===== src/rtl/rr_mux_pkg.sv =====
// Shared constants for the round-robin stream multiplexer.
// Optional build macro RR_MUX_STATS_EN adds a saturating handshake counter
// whose width is STATS_W.
package rr_mux_pkg;

  // Selection policy carried on the mode input.
  localparam logic MODE_RR    = 1'b0;  // rotate fairly among valid channels
  localparam logic MODE_FIXED = 1'b1;  // take only the channel named by sel

  // Width of the optional transfer counter.
  localparam int STATS_W = 16;

endpackage


===== src/rtl/rr_stream_mux_arbiter.sv =====
// Combinational rotating-priority arbiter for rr_stream_mux.
// Highest priority goes to the request at index ptr. Priority then falls
// through ptr+1, ptr+2, ... and wraps past NUM_CH-1 back to 0. The grant is
// returned both one-hot and as an index. The caller owns the pointer.
module rr_arbiter
  import rr_mux_pkg::*;
#(
  parameter int NUM_CH = 4,
  parameter int SEL_W  = $clog2(NUM_CH)
) (
  input  logic [NUM_CH-1:0] req,
  input  logic [SEL_W-1:0]  ptr,
  output logic [NUM_CH-1:0] grant,
  output logic [SEL_W-1:0]  grant_idx
);

  // Rotate the request vector so bit 0 is the channel at ptr.
  logic [2*NUM_CH-1:0] req_dbl;
  logic [NUM_CH-1:0]   req_rot;

  // Rotation by shifting a doubled copy of the request vector.
  always_comb begin
    req_dbl = {req, req} >> ptr;
    req_rot = req_dbl[NUM_CH-1:0];
  end

  // Pick the first rotated request, then map its offset back to an absolute
  // index. The sum is one bit wider so the wrap test cannot overflow.
  logic              found;
  logic [SEL_W:0]    abs_idx;

  // First-set search over the rotated requests.
  always_comb begin
    found     = 1'b0;
    abs_idx   = '0;
    grant     = '0;
    grant_idx = '0;
    for (int k = 0; k < NUM_CH; k++) begin
      if (!found && req_rot[k]) begin
        found   = 1'b1;
        abs_idx = {1'b0, ptr} + (SEL_W+1)'(k);
        if (abs_idx >= (SEL_W+1)'(NUM_CH)) begin
          abs_idx = abs_idx - (SEL_W+1)'(NUM_CH);
        end
      end
    end
    if (found) begin
      grant_idx        = abs_idx[SEL_W-1:0];
      grant[grant_idx] = 1'b1;
    end
  end

endmodule


===== src/rtl/rr_stream_mux.sv =====
// N-channel stream multiplexer with a registered output stage.
// Grants one input channel per cycle, either round-robin or by a
// software-driven select, and registers the accepted beat on a single
// output stream.
// Optional build macro: RR_MUX_STATS_EN adds the xfer_cnt output, a
// saturating count of output handshakes.
//
// Handshake rule on every stream: a beat moves on a rising edge where
// valid and ready are both high. Producers hold valid and data steady until
// the beat is accepted. Ready may depend combinationally on valid, but valid
// never depends on ready.
module rr_stream_mux
  import rr_mux_pkg::*;
#(
  parameter int NUM_CH = 4,
  parameter int DATA_W = 8,
  parameter int SEL_W  = $clog2(NUM_CH)
) (
  input  logic                     clk,
  input  logic                     rst,
  input  logic [NUM_CH-1:0]        in_valid,
  input  logic [NUM_CH*DATA_W-1:0] in_data,
  output logic [NUM_CH-1:0]        in_ready,
  input  logic                     mode,
  input  logic [SEL_W-1:0]         sel,
  output logic                     out_valid,
  output logic [DATA_W-1:0]        out_data,
  output logic [SEL_W-1:0]         out_ch,
  input  logic                     out_ready
`ifdef RR_MUX_STATS_EN
  ,
  output logic [STATS_W-1:0]       xfer_cnt
`endif
);

  // Registered state.
  logic              out_valid_d, out_valid_q;
  logic [DATA_W-1:0] out_data_d,  out_data_q;
  logic [SEL_W-1:0]  out_ch_d,    out_ch_q;
  logic [SEL_W-1:0]  ptr_d,       ptr_q;

  // Arbitration results.
  logic [NUM_CH-1:0] arb_grant;
  logic [SEL_W-1:0]  arb_idx;
  logic [NUM_CH-1:0] fix_grant;
  logic [NUM_CH-1:0] grant;
  logic [SEL_W-1:0]  grant_idx;

  // Handshake helpers.
  logic              load_en;
  logic              xfer;
  logic [DATA_W-1:0] grant_data;

  rr_arbiter #(
    .NUM_CH (NUM_CH),
    .SEL_W  (SEL_W)
  ) u_arb (
    .req       (in_valid),
    .ptr       (ptr_q),
    .grant     (arb_grant),
    .grant_idx (arb_idx)
  );

  // Fixed-mode grant: only the selected channel. An out-of-range sel matches
  // no index, so it never grants.
  always_comb begin
    fix_grant = '0;
    for (int i = 0; i < NUM_CH; i++) begin
      fix_grant[i] = in_valid[i] && (sel == SEL_W'(i));
    end
  end

  // Choose between the rotating arbiter and the fixed select. The choice
  // follows mode and sel in the same cycle.
  always_comb begin
    if (mode == MODE_FIXED) begin
      grant     = fix_grant;
      grant_idx = sel;
    end else begin
      grant     = arb_grant;
      grant_idx = arb_idx;
    end
  end

  // The output register can take a beat when it is empty or being drained.
  // Ready is suppressed during reset so no beat is accepted and then lost.
  always_comb begin
    load_en  = !out_valid_q || out_ready;
    xfer     = load_en && !rst && (|grant);
    in_ready = (load_en && !rst) ? grant : '0;
  end

  // One-hot data select driven by the grant vector.
  always_comb begin
    grant_data = '0;
    for (int i = 0; i < NUM_CH; i++) begin
      if (grant[i]) begin
        grant_data = in_data[i*DATA_W +: DATA_W];
      end
    end
  end

  // Next-state logic for the output register and the round-robin pointer.
  // Data and channel hold their last values when the register empties.
  // The pointer moves only on round-robin transfers.
  always_comb begin
    out_valid_d = out_valid_q;
    out_data_d  = out_data_q;
    out_ch_d    = out_ch_q;
    ptr_d       = ptr_q;
    if (load_en) begin
      out_valid_d = xfer;
      if (xfer) begin
        out_data_d = grant_data;
        out_ch_d   = grant_idx;
        if (mode == MODE_RR) begin
          ptr_d = (grant_idx == SEL_W'(NUM_CH-1)) ? '0 : grant_idx + SEL_W'(1);
        end
      end
    end
  end

  // State register. Synchronous reset discards any held beat.
  always_ff @(posedge clk) begin
    if (rst) begin
      out_valid_q <= 1'b0;
      out_data_q  <= '0;
      out_ch_q    <= '0;
      ptr_q       <= '0;
    end else begin
      out_valid_q <= out_valid_d;
      out_data_q  <= out_data_d;
      out_ch_q    <= out_ch_d;
      ptr_q       <= ptr_d;
    end
  end

  assign out_valid = out_valid_q;
  assign out_data  = out_data_q;
  assign out_ch    = out_ch_q;

`ifdef RR_MUX_STATS_EN
  logic [STATS_W-1:0] cnt_d, cnt_q;

  // Count output handshakes, sticking at all-ones.
  always_comb begin
    cnt_d = cnt_q;
    if (out_valid_q && out_ready && (cnt_q != '1)) begin
      cnt_d = cnt_q + STATS_W'(1);
    end
  end

  // Counter register, cleared with the datapath.
  always_ff @(posedge clk) begin
    if (rst) begin
      cnt_q <= '0;
    end else begin
      cnt_q <= cnt_d;
    end
  end

  assign xfer_cnt = cnt_q;
`endif

endmodule


===== config.mk =====
export PLATFORM = sky130hd
export DESIGN_NAME = rr_stream_mux
export DESIGN_NICKNAME = d
export VERILOG_FILES = /design/src/rtl/rr_mux_pkg.sv /design/src/rtl/rr_stream_mux_arbiter.sv /design/src/rtl/rr_stream_mux.sv
export SDC_FILE = /design/constraint.sdc
export NUM_CORES = 1
export LEC_CHECK = 0
export CAP_MARGIN = 20
export CORE_MARGIN = 8
export CORE_UTILIZATION = 33
export DETAILED_ROUTE_END_ITERATION = 8
export PLACE_DENSITY_LB_ADDON = 0.3
export SETUP_SLACK_MARGIN = 0.15
export SYNTH_ARGS = -nofsm -noshare
export SYNTH_HDL_FRONTEND = slang
export SYNTH_SLANG_ARGS = --single-unit

===== constraint.sdc =====
create_clock -name clk -period 2.03 [get_ports clk]
set_clock_uncertainty 0.15 [all_clocks]
set_input_delay 0.406 -clock clk [delete_from_list [all_inputs] [get_ports clk]]
set_output_delay 0.406 -clock clk [all_outputs]
set_load 0.01 [all_outputs]

==> results of run 1 <==
## what timing repair did
item,CTS,global route
endpoints found under the setup margin,17,16
resized for setup,89,6
pin swaps,13,14
setup buffers,9,3
## per-layer routing
| layer | wire (um) | vias to the layer above | part of all wire (%) | GRT usage [%] |
|---|---|---|---|---|
| met5 | 0 | - | 0 | 0 |
| met4 | 110 | 0 | 2.4 | 10.3 |
| met3 | 376 | 12 | 8.3 | 3.88 |
| met2 | 2350 | 60 | 52 | 33.1 |
| met1 | 1680 | 644 | 37 | 20.0 |
| li1 | - | 616 | - | - |
## power by group through the flow
| stage | registers, mW | logic [mW] | clock network, mW |
|---|---|---|---|
| 2_1_floorplan | 0.313 | 0.173 | 0 |
| 3_3_place_gp | 0.301 | 0.387 | 0 |
| 3_5_place_dp | 0.303 | 0.396 | 0 |
| 4_1_cts | 0.298 | 0.483 | 0.168 |
| 5_1_grt | 0.301 | 0.545 | 0.177 |
| 6_report | 0.299 | 0.516 | 0.166 |
## kinds of logic after synthesis
family | share of synthesized area, %
multiplexers | 4.63
flip-flops | 28.3
XOR/XNOR | 0.953
buffers and inverters | 5.71
AO/OA/AOI/OAI | 33.9
AND/OR/NAND/NOR | 26.5
## layout make-up
type / instances / area (um2) / share of cell area [%]
tap: 31 / 38.8 / 1.86
sequential: 13 / 265 / 12.7
clock buffer: 4 / 26.3 / 1.26
multi-input combinational: 90 / 873 / 42.0
timing repair buffer: 93 / 866 / 41.6
inverter: 3 / 11.3 / 0.541
## how the worst min path moves through the flow
| stage | startpoint | to | slack, ps | cells past startpoint |
|---|---|---|---|---|
| 5_1_grt | out_ch[1] | out_ch[1] | 420 | 2 |
| 3_5_place_dp | out_ch[1] | out_ch[1] | 340 | 2 |
| 4_1_cts | out_ch[1] | out_ch[1] | 370 | 2 |
| 6_report | out_ch[1] | out_ch[1] | 380 | 2 |
| 3_3_place_gp | out_ch[1] | out_ch[1] | 330 | 2 |
| 2_1_floorplan | ptr_q[0] | ptr_q[0] | 350 | 2 |
## worst max-delay path, delay by kind of cell (launching register included)
family,cells,cell delay [ps]
mux,1,190
simple gates,2,180
compound gates,2,690
buf+inv,1,120
flops,1,380
## flip-flops by register name (all words and copies together) (netlist names)
name / flops
out_data: 8
ptr_q: 2
out_ch: 2
out_valid: 1
## per-stage QoR
stage / setup TNS [ps] / instance area [um2] / std cells / power, mW / hold slack (ps)
2_1_floorplan: -1490 / 1020 / 114 / 0.486 / 348
3_3_place_gp: -12830 / 1750 / 218 / 0.688 / 330
3_5_place_dp: -14460 / 1750 / 218 / 0.699 / 342
4_1_cts: -1810 / 2030 / 231 / 0.949 / 369
5_1_grt: -4260 / 2080 / 234 / 1.02 / 424
6_report: -2780 / 2080 / 234 / 0.981 / 383
## cell usage in the layout, fill, tap and decap left out, drive strengths merged, types with 2 or more instances in the layout
cell,n
clkdlybuf4s50,45
o31ai,8
and2,2
nor2,15
inv,3
nand2b,4
mux2i,2
dfxtp,13
nor2b,6
a21oi,4
nand2,4
a221oi,8
buf,45
o32ai,2
clkbuf,4
mux2,2
a31oi,8
o21ai,3
nor3,2
nor3b,8
dlygate4sd2,2
==> impl_metrics.json, run 1 <==
{
  "status": "finished with violations",
  "violations": "setup timing",
  "p_seq_share_pct": 30.5,
  "nets": 246,
  "design.core.area_um2": 2710,
  "yosys.cell_types.count": 33,
  "grt_pass1_vias": 1392,
  "slew_headroom_pct": 80.6,
  "switching_share_pct": 33.1,
  "required_ps": 1470,
  "track_usage_pct": 18.6,
  "cp-start-kind": "register",
  "critPathMaxFanout": 5,
  "finalSetupViolCount": 13,
  "r2r-start": "ptr_q[1]",
  "clkSlewWorstSetupHoldPaths_ps": 80,
  "yosysSeqAreaShare_pct": 28.3,
  "yosysTopAreaCell": "dfxtp_1",
  "synthCells": 114,
  "power_frac_clock_pct": 16.9,
  "die_y_um": 68.8,
  "period_needed_ps": 2390,
  "area_growth_pct": 126,
  "first_iter_violations": 69,
  "end_kind": "output port",
  "synth_flop_cell": "dfxtp_1",
  "dr_total_vias": 1332,
  "ff2ff_path_depth": 9,
  "grt_max_degree": 14,
  "async_reset_ff_share_pct": 0,
  "synth.area.top_cells": "dfxtp_1 28%, a221oi_1 7.6%, nor3b_1 6.5%",
  "dieWidth_um": 68.8,
  "htreeDepth": 1,
  "r2r_end": "out_data[1]",
  "die_area_um2": 4730,
  "ir_worst_vdd_uv": 329,
  "ys_ff_latch": 13,
  "drc_errors": 0,
  "syn_nets": 156,
  "insertion_delay_ps": 280,
  "diodes": 0,
  "crit_chain": "mux2i_1, nor2_1, a311o_2, a32o_2, nor2b_4, buf_6",
  "synth_top_area_share_pct": 28.3,
  "drive_gt1_share_pct": 48.3,
  "cp_slowest_cell": "a311o_2",
  "cp-startpoint": "ptr_q[1]",
  "numCtsBuffers": 3,
  "initial_core_util_pct": 33.9,
  "hold_violations": 0,
  "num_rows": 19,
  "p_int_mw": 0.656,
  "rsz0062_at_grt": "yes",
  "io_pins": 57,
  "hold_class": "reg2reg",
  "r2r_slack_ps": -210,
  "clock-sinks": 13,
  "worst-setup-path-type": "reg2out",
  "port_buffers": 56,
  "ys_top_cells_by_count": "15 x nor2_1, 13 x dfxtp_1",
  "routed_wl_mm": 4.52,
  "endpoint": "in_ready[0]",
  "synth_area_um2": 920,
  "gp_congestion": 0.862,
  "overflow": 0,
  "cts_tree": "built",
  "timing.final.max_slew_violations": 0,
  "antenna_found_initial": 0,
  "combPwrFrac_pct": 52.6,
  "p_leak_nw": 0.810,
  "ctsHoldBuffers": 0,
  "min_period_over_period_pct": 118,
  "yosysMostFrequentCell": "nor2_1",
  "worst_pin_slew_ps": 291,
  "fmax_mhz": 418,
  "postRouteAntennaNets": 0,
  "syn_area_per_cell_um2": 8.07,
  "synth_edf_count": 0,
  "cap_violations": 0,
  "root_buffer": "clkbuf_4",
  "dp_hpwl_mm": 3.17,
  "dr.pass1.iters": 4,
  "max_stage_delay_ps": 390,
  "final_util_pct": 76.8,
  "fillers": 186,
  "viasPerCell": 5.69,
  "powerDensity_nw_per_um2": 471,
  "grt_pass1_wl_mm": 6.65,
  "routedWlPerCell_um": 19.3,
  "critPathArrivalTime_ps": 1830,
  "setup_slack_ps": -361,
  "ys_warn_count": 0,
  "dp_worst_setup_slack_ps": -1060,
  "p_sw_mw": 0.325,
  "cts_buffer_depth": 2
}
(Power assumes the default switching activity.)
==> run 2, diff against run 1 <==
--- a/config.mk
+++ b/config.mk
@@ -5,9 +5,10 @@
 export SDC_FILE = /design/constraint.sdc
 export NUM_CORES = 1
 export LEC_CHECK = 0
+export ABC_AREA = 1
 export CAP_MARGIN = 20
 export CORE_MARGIN = 8
-export CORE_UTILIZATION = 33
+export CORE_UTILIZATION = 38
 export DETAILED_ROUTE_END_ITERATION = 8
 export PLACE_DENSITY_LB_ADDON = 0.3
 export SETUP_SLACK_MARGIN = 0.15
==> run 2 against run 1 <==
  * The flow still finishes with violations (setup timing)
  * Worst hold slack worse by 58 ps
  * Critical path depth is 8 higher
  * Sequential power is 39% higher
==> impl_metrics.json, run 2 <==
{
  "status": "finished with violations",
  "violations": "setup timing",
  "powerDensity_nw_per_um2": 863,
  "viasPerCell": 4.79,
  "syn_nets": 249,
  "synth_top_area_share_pct": 20.4,
  "dp_worst_setup_slack_ps": -1050,
  "dp_hpwl_mm": 3.27,
  "routed_wl_mm": 4.66,
  "power_frac_clock_pct": 7.7,
  "yosysMostFrequentCell": "nand2_1",
  "setup_slack_ps": -476,
  "synthXorXnorAreaFrac_pct": 0.687,
  "htreeDepth": 1,
  "insertion_delay_ps": 280,
  "synth_edf_count": 0,
  "dr.pass1.iters": 4,
  "required_ps": 1470,
  "initial_core_util_pct": 38.8,
  "clkSlewWorstSetupHoldPaths_ps": 90,
  "cp-start-kind": "register",
  "end_kind": "output port",
  "layout_commonest_cell": "nand2_1",
  "critPathMaxFanout": 7,
  "async_reset_ff_share_pct": 0,
  "synthMuxAreaShare_pct": 0,
  "nets": 350,
  "cts_buffer_depth": 2,
  "timing.final.max_slew_violations": 0,
  "worst_hold_slack_ps": 325,
  "place_inst": 341,
  "hold_violations": 0,
  "slew_headroom_pct": 62.8,
  "p_int_mw": 1.19,
  "num_rows": 21,
  "synth_flop_cell": "dfxtp_1",
  "synth.area.top_cells": "dfxtp_1 20%, nand2_1 17%, inv_1 9.1%",
  "hold_end": "out_ch[1]",
  "finalSetupViolCount": 17,
  "critPathArrivalTime_ps": 1950,
  "first_iter_violations": 96,
  "r2r_slack_ps": -420,
  "die_area_um2": 5460,
  "ys_ff_latch": 13,
  "final_cell_mix": "51 x nand2_1, 48 x clkdlybuf4s50_1, 37 x buf_4, 27 x inv_1, 15 x nor2_1",
  "drive_gt1_share_pct": 42.0,
  "overflow": 0,
  "worst_pin_slew_ps": 558,
  "p_seq_share_pct": 19.8,
  "cap_violations": 0,
  "postRouteAntennaNets": 0,
  "ys_top_cells_by_count": "57 x nand2_1, 31 x inv_1, 21 x nor2_1",
  "ir_worst_vdd_uv": 489,
  "routedWlPerCell_um": 13.2,
  "drc_errors": 0,
  "yosys.cell_types.count": 25,
  "synth-compound-area-share_pct": 9.91,
  "synthSimpleGateAreaFrac_pct": 55.5,
  "die_y_um": 73.9,
  "p_sw_mw": 0.917,
  "synthCells": 207,
  "ys_warn_count": 0,
  "dieWidth_um": 73.9,
  "p_leak_nw": 1.18,
  "min_period_over_period_pct": 123,
  "clock-sinks": 13,
  "diodes": 0,
  "hold_class": "reg2reg",
  "io_pins": 57,
  "fmax_mhz": 399,
  "min_from": "out_ch[1]",
  "rsz0062_at_grt": "yes",
  "ctsHoldBuffers": 0,
  "ff2ff_path_depth": 19,
  "root_buffer": "clkbuf_4",
  "synth_top_family_by_area": "simple AND/OR/NAND/NOR gates",
  "grt_max_degree": 14,
  "gp_congestion": 0.837,
  "numCtsBuffers": 3,
  "grt_pass1_wl_mm": 7.28,
  "fillers": 247,
  "synthAdderAreaFrac_pct": 0,
  "yosysSeqAreaShare_pct": 20.4,
  "design.core.area_um2": 3280,
  "worst-setup-path-type": "reg2out",
  "dr_total_vias": 1692,
  "grt_pass1_vias": 1700,
  "switching_share_pct": 43.6,
  "r2r_end": "out_ch[1]",
  "syn_area_per_cell_um2": 6.16,
  "period_needed_ps": 2510,
  "track_usage_pct": 16.6,
  "synth_area_um2": 1270,
  "r2r-start": "ptr_q[0]",
  "area_growth_pct": 91.2,
  "combPwrFrac_pct": 72.5,
  "antenna_found_initial": 0,
  "whs_path_depth": 2,
  "cts_tree": "built",
  "yosysTopAreaCell": "dfxtp_1",
  "final_cells": 353,
  "port_buffers": 56,
  "largest_reg_flops": 8
}
## run 2: cell count changes in the layout (fill, tap and decap cells not counted), moves of 9 or more
| cell | before | now |
|---|---|---|
| buf_4 | 26 | 37 |
| nand3_2 | 0 | 10 |
| nor2_2 | 1 | 13 |
| inv_1 | 2 | 27 |
| nand2_1 | 3 | 51 |
| nand2_2 | 1 | 10 |
## run 2: cell type report
type / count / area (um2) / area share [%]
multi-input cells: 156 / 1050 / 43.2
clock buffers: 4 / 26.3 / 1.08
well taps: 46 / 57.6 / 2.36
inverters: 33 / 131 / 5.39
repair buffers: 101 / 907 / 37.2
flip-flops and latches: 13 / 263 / 10.8
## run 2: logic make-up after synthesis
kind of cell    after synthesis
compound gates               17
simple gates                138
buf+inv                      38
xor+xnor                      1
flops                        13
## run 2: critical path: stages (launching register included)
cell	delay [ps]
dfxtp_2	350
buf_6	120
inv_8	70
nand2_1	70
nand3_1	100
nand2_2	90
inv_2	70
a21oi_2	50
nand2_1	90
buf_4	130
nand3_4	100
o21bai_4	180
inv_2	50
nor2_2	70
buf_2	140
## run 2: timing repair
item                                    CTS  global route
setup buffers                             5             2
resized for setup                        48            28
pin swaps                                14            17
cloned                                    1             0
endpoints found under the setup margin   17            17
## run 2: per-stage QoR
step	setup TNS, ps	area, um2	power (mW)	util, %
after floorplan	-139	1310	1.10	-
after global placement	-13710	2160	1.63	65.9
after detailed placement	-13950	2160	1.65	65.9
after CTS	-5790	2310	1.92	70.4
after global routing	-7890	2440	2.23	74.2
final	-6270	2440	2.10	74.2
## run 2: layer usage
layer  vias up  share of wire (%)  track usage (%)
met5         -                  0                0
met4         0               0.84             5.54
met3         4                6.9             4.37
met2        56                 52             29.6
met1       777                 41             18.5
li1        855                  -                -
## run 2: power groups by stage
stage	Combinational, mW	Clock (mW)	Sequential, mW
floorplan	0.652	0	0.443
global placement	1.23	0	0.401
detailed placement	1.24	0	0.405
CTS	1.35	0.161	0.411
global route	1.64	0.169	0.428
finish	1.53	0.161	0.417
## run 2: worst max-delay path by stage
stage	start	endpoint	slack (ps)	cells after the start
after global routing	ptr_q[0]	in_ready[1]	-560	13
after floorplan	ptr_q[0]	out_data[1]	-20	17
final	ptr_q[0]	in_ready[1]	-480	14
after detailed placement	in_valid[3]	in_ready[2]	-1050	12
after CTS	ptr_q[0]	in_ready[3]	-410	13
after global placement	in_valid[2]	in_ready[3]	-1010	12
